$ cat config.mk
export PLATFORM = sky130hd
export DESIGN_NAME = usrt_rx_ctrl
export DESIGN_NICKNAME = d
export VERILOG_FILES = /design/src/rtl/usrt_rx_ctrl.sv
export SDC_FILE = /design/constraint.sdc
export NUM_CORES = 1
export LEC_CHECK = 0
export CAP_MARGIN = 20
export CORE_ASPECT_RATIO = 1.25
export CORE_UTILIZATION = 25
export DETAILED_ROUTE_END_ITERATION = 12
export PLACE_DENSITY = 0.56
export REMOVE_ABC_BUFFERS = 1
export SYNTH_ARGS = -nofsm -noshare
export SYNTH_HDL_FRONTEND = slang
export SYNTH_SLANG_ARGS = --single-unit
$ cat constraint.sdc
create_clock -name i_Pclk -period 1.75 [get_ports i_Pclk]
set_input_delay 0.525 -clock i_Pclk [delete_from_list [all_inputs] [get_ports i_Pclk]]
set_output_delay 0.525 -clock i_Pclk [all_outputs]
set_load 0.005 [all_outputs]
$ cat src/rtl/usrt_rx_ctrl.sv
// rtl/usrt_rx_ctrl.sv - USRT receive frame controller (optional error counters: USRT_RX_ERRCNT_EN)
module usrt_rx_ctrl #(
   parameter int DATA_BITS = 8,
   parameter int CNT_W     = 8
) (
   input  logic                 i_Pclk,
   input  logic                 i_Rst_n,
   input  logic                 i_Enable,
   input  logic                 i_SampleEn,
   input  logic                 i_Rx,
   input  logic [1:0]           i_Parity,
   input  logic                 i_Ready,
   output logic [DATA_BITS-1:0] o_Data,
   output logic                 o_Valid,
   output logic                 o_ParityErr,
   output logic                 o_FrameErr,
   output logic                 o_Overrun,
   output logic                 o_Busy,
   output logic [CNT_W-1:0]     o_ParityErrCnt,
   output logic [CNT_W-1:0]     o_FrameErrCnt
);

   localparam int IDX_W = (DATA_BITS > 1) ? $clog2(DATA_BITS) : 1;

   typedef enum logic [1:0] {
      S_IDLE   = 2'd0,
      S_DATA   = 2'd1,
      S_PARITY = 2'd2,
      S_STOP   = 2'd3
   } state_t;

   state_t               r_state;
   state_t               w_next;

   logic [1:0]           r_cfg;
   logic [IDX_W-1:0]     r_idx;
   logic [DATA_BITS-1:0] r_shift;
   logic                 r_acc;
   logic                 r_perr;
   logic                 r_busy;

   logic [DATA_BITS-1:0] r_data;
   logic                 r_valid;
   logic                 r_perr_h;
   logic                 r_ferr_h;
   logic                 r_ovr;

   logic                 w_step;
   logic                 w_par_en;
   logic                 w_last_bit;
   logic                 w_acc_par;
   logic                 w_complete;
   logic                 w_frame_err;
   logic                 w_load;

   // A bit is consumed only on an enabled strobe
   assign w_step      = i_Enable & i_SampleEn;
   // Parity is used for modes 01 (even) and 10 (odd); 00/11 mean none
   assign w_par_en    = (r_cfg == 2'b01) | (r_cfg == 2'b10);
   assign w_last_bit  = (r_idx == IDX_W'(DATA_BITS - 1));
   assign w_acc_par   = r_acc ^ i_Rx;
   assign w_frame_err = ~i_Rx;
   // Holding register may take the new frame when empty or being drained this cycle
   assign w_load      = w_complete & (~r_valid | i_Ready);

   // State register
   always_ff @(posedge i_Pclk) begin
      if (!i_Rst_n) begin
         r_state <= S_IDLE;
      end else begin
         r_state <= w_next;
      end
   end

   // Next-state and frame-completion decode
   always_comb begin
      w_next     = r_state;
      w_complete = 1'b0;
      if (!i_Enable) begin
         w_next = S_IDLE;
      end else if (i_SampleEn) begin
         case (r_state)
            S_IDLE: begin
               if (!i_Rx) begin
                  w_next = S_DATA;
               end
            end
            S_DATA: begin
               if (w_last_bit) begin
                  w_next = w_par_en ? S_PARITY : S_STOP;
               end
            end
            S_PARITY: begin
               w_next = S_STOP;
            end
            S_STOP: begin
               w_next     = S_IDLE;
               w_complete = 1'b1;
            end
            default: begin
               w_next = S_IDLE;
            end
         endcase
      end
   end

   // Frame datapath: config latch on start, LSB-first shift, running XOR and parity verdict
   always_ff @(posedge i_Pclk) begin
      if (!i_Rst_n) begin
         r_cfg   <= 2'b00;
         r_idx   <= '0;
         r_shift <= '0;
         r_acc   <= 1'b0;
         r_perr  <= 1'b0;
      end else if (w_step) begin
         case (r_state)
            S_IDLE: begin
               if (!i_Rx) begin
                  r_cfg  <= i_Parity;
                  r_idx  <= '0;
                  r_acc  <= 1'b0;
                  r_perr <= 1'b0;
               end
            end
            S_DATA: begin
               r_shift[r_idx] <= i_Rx;
               r_acc          <= w_acc_par;
               r_idx          <= r_idx + 1'b1;
            end
            S_PARITY: begin
               r_acc  <= w_acc_par;
               // Even mode: odd total is an error; odd mode: even total is an error
               r_perr <= (r_cfg == 2'b01) ? w_acc_par : ~w_acc_par;
            end
            default: begin
            end
         endcase
      end
   end

   // Busy tracks the state register, registered from the next state so it aligns with it
   always_ff @(posedge i_Pclk) begin
      if (!i_Rst_n) begin
         r_busy <= 1'b0;
      end else begin
         r_busy <= (w_next != S_IDLE);
      end
   end

   // Host holding register with overrun pulse; a completion reload wins over a drain
   always_ff @(posedge i_Pclk) begin
      if (!i_Rst_n) begin
         r_data   <= '0;
         r_valid  <= 1'b0;
         r_perr_h <= 1'b0;
         r_ferr_h <= 1'b0;
         r_ovr    <= 1'b0;
      end else begin
         r_ovr <= w_complete & r_valid & ~i_Ready;
         if (w_load) begin
            r_data   <= r_shift;
            r_perr_h <= w_par_en & r_perr;
            r_ferr_h <= w_frame_err;
            r_valid  <= 1'b1;
         end else if (r_valid & i_Ready) begin
            r_valid <= 1'b0;
         end
      end
   end

   assign o_Data      = r_data;
   assign o_Valid     = r_valid;
   assign o_ParityErr = r_perr_h;
   assign o_FrameErr  = r_ferr_h;
   assign o_Overrun   = r_ovr;
   assign o_Busy      = r_busy;

`ifdef USRT_RX_ERRCNT_EN
   logic [CNT_W-1:0] r_pcnt;
   logic [CNT_W-1:0] r_fcnt;

   // Saturating error counters; dropped (overrun) frames still count
   always_ff @(posedge i_Pclk) begin
      if (!i_Rst_n) begin
         r_pcnt <= '0;
         r_fcnt <= '0;
      end else if (w_complete) begin
         if (w_par_en & r_perr & ~(&r_pcnt)) begin
            r_pcnt <= r_pcnt + 1'b1;
         end
         if (w_frame_err & ~(&r_fcnt)) begin
            r_fcnt <= r_fcnt + 1'b1;
         end
      end
   end

   assign o_ParityErrCnt = r_pcnt;
   assign o_FrameErrCnt  = r_fcnt;
`else
   assign o_ParityErrCnt = '0;
   assign o_FrameErrCnt  = '0;
`endif

endmodule

Word-level counts from Yosys, hierarchy flattened
Cells that the tools add are included.
- register bits after elaboration: 30
- input bits: 8
- output and inout bits: 29
- logic and storage cells: 68
- add/sub/neg operators: 1
- magnitude comparators: 2
- eq/ne operators: 7
- muxes and demuxes: 20
- bitwise logic cells: 13
- reductions and logical operators: 13
- operators with widths (cell ; count):
    $reduce_and 3->1 ; 4
    $reduce_bool 2->1 ; 5
    $mux 1 ; 9
    $bwmux 8 ; 1
    $mux 2 ; 4
    $pmux 2 s4 ; 1
    $and 1x1->1 ; 6
    $eq 2x2->1 const B ; 3
    $pmux 3 s2 ; 1
    $eq 2x1->1 const B ; 2
    $lt 3x4->1 const B ; 1
    $not 1->1 ; 4
    $pmux 1 s2 ; 2
    $add 3x1->3 const B ; 1
    $demux 1 s3 ; 1
    $eq 3x3->1 const B ; 1
    $ge 3x1->1 const B ; 1
    $mux 3 ; 1
    $logic_not 2->1 ; 1
    $ne 2x2->1 const B ; 1
    $or 1x1->1 ; 2
    $reduce_and 2->1 ; 1
    $reduce_or 2->1 ; 1
    $logic_and 1x1->1 ; 1
    $xor 1x1->1 ; 1

Logic depth before layout (Yosys ltp)
Gate-level depths: netlist of the first run.
- depth after elaboration: 8
- depth in mapped cells: 7
- depth with buffers taken out: 5

Least setup slack after synthesis of the first run
Ideal clock, no wire load.
- path kind: register to register
- start: register r_state[1]
- end: register r_acc
- library setup time: 75 ps
- data arrival time: 1632 ps
- data required time: 1675 ps
- setup slack: 43 ps
- stages on the path, launching flop included: 8
- buffers on the path: 2
- clock period less this slack: 1707 ps
- path through: dfxtp_1 -> inv_1 -> ha_1 -> buf_6 -> and2_4 -> buf_6 -> or4_1 -> a31oi_1
- cells in the longest elaborated chain, start to end: 4
- elaborated cells on any way between the ends: 8
- classes of those cells: eq/ne: 3; mux: 1; reduce/logical: 4
- RTL lines (element ; line ; source):
    from (decl) ; 32 ; state_t r_state;
    from (signal assigned) ; 71 ; r_state <= w_next;
    $eq 2x2->1 or $eq 2x1->1 (tied branches) ; 116 ; case (r_state)
    $reduce_or 2->1 (no source line) ; n/a ;
    $reduce_bool 2->1 (no source line) ; n/a ;
    $reduce_and 3->1 (no source line) ; n/a ;
    to (signal assigned) ; 127 ; r_acc <= w_acc_par;
    to (signal assigned) ; 131 ; r_acc <= w_acc_par;
    to (decl) ; 38 ; logic r_acc;
Several ways; a longest one is shown, not always the timed one.
A chain may end at the register's enable or synchronous reset.

Final worst setup path of the first run
- start: input port i_SampleEn
- end: register r_acc
- cells in the longest elaborated chain, start to end: 2
- RTL lines (element ; line ; source):
    from (decl) ; 9 ; input logic i_SampleEn,
    $and 1x1->1 ; 57 ; assign w_step = i_Enable & i_SampleEn;
    $reduce_and 3->1 (no source line) ; n/a ;
Every way passes these cells.

==> impl_metrics.toml, run 1 <==
[pwr]
switching_share = 0.233
share_comb_of_total_power = 0.097
pwr-share-seq = 0.497
leakage_nw = 0.770
powerDensity_nw_per_um2 = 699
max-vdd-ir-drop_v = 0.000241
power.total_mw = 1.39
clkPwrFrac = 0.406
p_int_mw = 1.07
p_switching_mw = 0.325

[timing]
slew_violations = 0
period_share = 0.953
max-slew-margin-rel = 0.659
final_hold_viol_count = 0
clock_skew_ns = 0.00173
rsz0062_at_grt = "false"
min_period_ns = 1.67
fmax_mhz = 600
worstMarginPinSlew_ns = 0.511
setup_viol = 0

[routing]
viasPerCell = 4.48
drt-total-wl_mm = 3.35
wl_per_cell_um = 11.6
firstDrtPassIters = 4
drt_iter0_markers = 63
drc = 0
dr_total_vias = 1299
ant_nets = 0

[setup_path]
start_kind = "input port"
reg2reg_slack_ns = 0.15
worst-setup-path-type = "in2reg"
cp_slowest_cell = "clkdlybuf4s50_1"
cp_max_fo = 6
max_stage_delay_ns = 0.56
cp.arrival_ns = 1.87
rr_worst_depth = 5
required_ns = 1.95
path_cells = "clkdlybuf4s50_1, nand2_1, or4_1, a31oi_1"
end_kind = "flop"

[die]
die_w_um = 72.4
fp.dieH_um = 90.0
rows = 31
ios = 37
start_util = 0.263
die-area_sq_um = 6520
coreArea_sq_um = 5900

[placed_design]
place_inst = 282
portBuffers = 20
globalplace.congestion = 0.803
dp_hpwl_mm = 2.57

[run]
cap_viol_max_count = 0

[synthesis]
synthTopCellsByArea = "dfxtp_1, buf_4, ha_1"
ys_top_cells_by_count = "dfxtp_1, buf_4, a21oi_1"
yosysWarnings = 0
syn_area_sq_um = 1550
avgSynthCellArea_sq_um = 9.07
synth_edf_count = 0
ys_seq_area_frac = 0.387
ys_ff_latch = 30
synth_top_area_cell = "dfxtp_1"
synthArstFlopShare = 0
synth_top_flop_cell = "dfxtp_1"
synth_top_area_frac = 0.387
netlist-cell-type-count = 41
syn_inst = 171
yosysMostFrequentCell = "dfxtp_1"

[cts]
clk_pin_slew_ns = 0.06
cts_hold_buffers = 0
cts_tree = "built"
post_cts_resized = 0
max-clock-path-buffers = 2
htree_levels = 2
clk_latency_ns = 0.27
cts_sinks = 30
cts-buffers-inserted = 5
ctsRootBufferMaster = "clkbuf_8"
post-cts-setup-buffer-count = 0

[global_routing]
grt_pass1_vias = 1206
grt_overflow_total = 0
grt_pass1_wl_mm = 5.63
grt_max_degree = 13
grt.total_usage = 0.110
antenna_found_initial = 0

[layout]
antenna_cells = 0
nets = 222
area_delta_synth_final_pct = 28.4
drive_gt1_frac = 0.149
final_cells = 290

[min_path]
hold_path_class = "reg2reg"
min_path_cells = 2

[status]
status = "complete, no violations"
-- layer usage --
layer  GRT usage  up-vias  share of wire
li1            -      674              -
met1       0.141      585           0.48
met2       0.173       38           0.46
met3      0.0381        2          0.050
met4      0.0294        0         0.0063
met5           0        -              0
-- cells in the final DEF (no fill, tap or decap), types with 7 or more instances in the layout --
cell / instances
a21oi_1: 16
buf_4: 20
clkdlybuf4s50_1: 19
conb_1: 16
dfxtp_1: 30
ha_1: 7
nand2_1: 7
nand3_1: 9
o211ai_1: 8
o21ai_0: 10
o31ai_1: 11
-- critical path, delay by kind of cell --
family	cells	cell delay [ns]
AND/OR/NAND/NOR	2	0.61
buffers and inverters	1	0.56
AO/OA/AOI/OAI	1	0.17
-- state kept, by name, indices dropped and copies added (netlist names) --
register     count
o_Busy           1
o_Data           8
o_FrameErr       1
o_Overrun        1
o_ParityErr      1
o_Valid          1
r_acc            1
r_cfg            2
r_idx            3
r_perr           1
r_shift          8
r_state          2
-- area by class of cell --
type                       instances  area [sq um]
fill                             654          3910
multi-input combinational        125           808
sequential                        30           601
timing repair buffer              41           373
tap                               82           103
clock buffer                       7          86.3
inverter                           4          15.0
clock inverter                     1          5.00
-- final timing paths --
kind / endpoint / from
worst max-delay path: r_acc / i_SampleEn
worst min-delay path: o_Data[3] / o_Data[3]
worst max register to register: o_Busy / r_idx[1]
worst min register to register: o_Data[3] / o_Data[3]
-- power groups by stage --
stage	sequential, mW	combinational, mW	clock, mW
5_1_grt	0.692	0.147	0.623
2_1_floorplan	0.707	0.0605	0
3_5_place_dp	0.707	0.134	0
3_3_place_gp	0.707	0.133	0
6_report	0.692	0.134	0.566
4_1_cts	0.692	0.134	0.590
-- per-stage QoR --
stage | hold WS (ns) | instance area (sq um) | utilization | worst slack (ns) | setup TNS (ns)
floorplan | 0.444 | 1420 | - | 0.156 | 0
global placement | 0.458 | 1900 | 0.322 | -0.214 | -2.67
detailed placement | 0.465 | 1900 | 0.322 | -0.244 | -3.05
CTS | 0.476 | 1990 | 0.337 | 0.0357 | 0
global route | 0.491 | 1990 | 0.338 | 0.0264 | 0
finish | 0.472 | 1990 | 0.338 | 0.0830 | 0
-- cells by family (layout without fill, tap and decap cells) --
family | count (synthesis) | after routing | share of synthesized area
compound gates | 59 | 59 | 0.252
simple gates | 39 | 39 | 0.140
buf+inv | 31 | 53 | 0.128
flops | 30 | 30 | 0.387
fa+ha+maj | 7 | 7 | 0.0565
mux | 3 | 3 | 0.0202
other cells | 1 | 16 | 0.00242
xor+xnor | 1 | 1 | 0.0145
Note: power is estimated with default switching activity, not from simulation.
==> run 2, diff against run 1 <==
--- a/config.mk
+++ b/config.mk
@@ -7,9 +7,10 @@
 export LEC_CHECK = 0
 export CAP_MARGIN = 20
 export CORE_ASPECT_RATIO = 1.25
-export CORE_UTILIZATION = 25
+export CORE_UTILIZATION = 46
+export CTS_BUF_LIST = sky130_fd_sc_hd__clkbuf_2
 export DETAILED_ROUTE_END_ITERATION = 12
-export PLACE_DENSITY = 0.56
+export PLACE_DENSITY = 0.86
 export REMOVE_ABC_BUFFERS = 1
 export SYNTH_ARGS = -nofsm -noshare
 export SYNTH_HDL_FRONTEND = slang
==> run 2 against run 1 <==
Setup slack gained 0.060 ns; global-route usage rose by 8.8 points; critical path depth grew 1; maximum frequency is 3.7% higher; power fell by 18%; cell area down 3.5%; clock power shrank 43%; register-to-register slack about the same; sequential cell count unchanged; clock skew grew 0.0023 ns.
==> impl_metrics.toml, run 2 (synthesized netlist as in run 1, its figures left out) <==
[die]
die_w_um = 53.9
die-area_sq_um = 3610
fp.dieH_um = 66.9
rows = 23
start_util = 0.481
coreArea_sq_um = 3220
ios = 37

[layout]
layout_common_cells = "buf_4, dfxtp_1, a21oi_1, conb_1, dfxtp_2"
final_util = 0.596
fin_area_sq_um = 1920
nets = 224
antenna_cells = 0
final_common_cell = "buf_4"
area_delta_synth_final_pct = 23.9
n_fill_cell = 283
final_cells = 246
drive_gt1_frac = 0.220

[setup_path]
cp.arrival_ns = 1.91
cp_max_fo = 5
start_kind = "flop"
crit_family = "simple AND/OR/NAND/NOR gates"
cp_slowest_cell = "or4_1"
required_ns = 2.05
worst-setup-path-type = "reg2reg"
end_kind = "flop"
max_stage_delay_ns = 0.45
path_buf_inv = 1
path_cells = "inv_1, ha_1, and2_4, or4_1, a31oi_1"

[timing]
setup_ws_ns = 0.143
final_hold_viol_count = 0
worst_hold_slack_ns = 0.473
min_period_ns = 1.61
clock_skew_ns = 0.00406
rsz0062_at_grt = "false"
slew_violations = 0
setup_tns_ns = 0
period_share = 0.918
setup_viol = 0
fmax_mhz = 622

[global_routing]
grt_overflow_total = 0
grt_pass1_vias = 1170
grt_max_degree = 11
grt.total_usage = 0.198
grt_pass1_wl_mm = 5.10
antenna_found_initial = 0

[cts]
cts_hold_buffers = 0
cts_tree = "built"
cts-buffers-inserted = 5
max-clock-path-buffers = 2
cts_sinks = 30
clk_latency_ns = 0.36
ctsRootBufferMaster = "clkbuf_2"
clk_pin_slew_ns = 0.15
htree_levels = 2

[routing]
wl_per_cell_um = 12.9
drc = 0
viasPerCell = 5.39
dr_total_vias = 1326
ant_nets = 0
drt-total-wl_mm = 3.17
firstDrtPassIters = 4
drt_iter0_markers = 47

[pwr]
powerDensity_nw_per_um2 = 597
max-vdd-ir-drop_v = 0.000345
power.total_mw = 1.15
switching_share = 0.271
share_comb_of_total_power = 0.116
clkPwrFrac = 0.280
p_int_mw = 0.837
p_switching_mw = 0.310
leakage_nw = 0.969
pwr-share-seq = 0.604

[min_path]
hold_path_class = "reg2reg"

[placed_design]
globalplace.congestion = 0.870
dp_hpwl_mm = 2.41
place_area_sq_um = 1820
pre_cts_ws_ns = -0.137
portBuffers = 20
place_inst = 236

[status]
status = "complete, no violations"

[run]
cap_viol_max_count = 0
==> run 2: cell types whose count changed in the layout (fill, tap and decap cells not counted), moves of 2 or more <==
| cell | change |
|---|---|
| buf_4 | +3 |
| clkbuf_8 | -6 |
| dlymetal6s2s_1 | +10 |
| dfxtp_2 | +12 |
| dlygate4sd2_1 | +2 |
| clkdlybuf4s50_1 | -12 |
| clkbuf_2 | +5 |
| dfxtp_1 | -12 |
==> run 2: worst reg2reg max path, cell delays in order, from the launching register on <==
cell and delay (ns):
dfxtp_1 0.44, inv_1 0.11, ha_1 0.23, and2_4 0.16, or4_1 0.45, a31oi_1 0.16
==> run 2: final timing paths <==
kind / start / to / slack [ns] / cells past startpoint
hold / removal: r_shift[5] / o_Data[5] / 0.47 / 2
hold reg to reg: r_shift[5] / o_Data[5] / 0.47 / 2
setup / recovery: r_state[0] / r_acc / 0.14 / 5
setup reg to reg: r_state[0] / r_acc / 0.14 / 5
==> run 2: cell type report <==
| type | count | area [sq um] | share of cell area |
|---|---|---|---|
| Clock inverter | 2 | 10.0 | 0.00521 |
| Timing Repair Buffer | 43 | 398 | 0.207 |
| Clock buffer | 5 | 25.0 | 0.0130 |
| Tap cell | 37 | 46.3 | 0.0241 |
| Inverter | 4 | 15.0 | 0.00782 |
| Multi-Input combinational cell | 125 | 811 | 0.422 |
| Sequential cell | 30 | 616 | 0.321 |
==> run 2: timing repair <==
| action | CTS | global route |
|---|---|---|
| resized for setup | 12 | 14 |
| endpoints found under the hold margin | 0 | 0 |
| setup buffers | 1 | 2 |
| setup endpoints to repair | 10 | 12 |
==> run 2: routing by layer <==
layer	global-route usage	up-vias	routed length, um
li1	-	677	-
met1	0.223	610	1400
met5	0	-	0
met4	0.0724	0	34
met2	0.329	34	1580
met3	0.0731	5	152
==> run 2: power by group through the flow <==
stage	clock network [mW]	registers (mW)	logic, mW
2_1_floorplan	0	0.707	0.0605
3_3_place_gp	0	0.708	0.128
3_5_place_dp	0	0.708	0.131
4_1_cts	0.333	0.693	0.131
5_1_grt	0.362	0.694	0.147
6_report	0.321	0.693	0.133
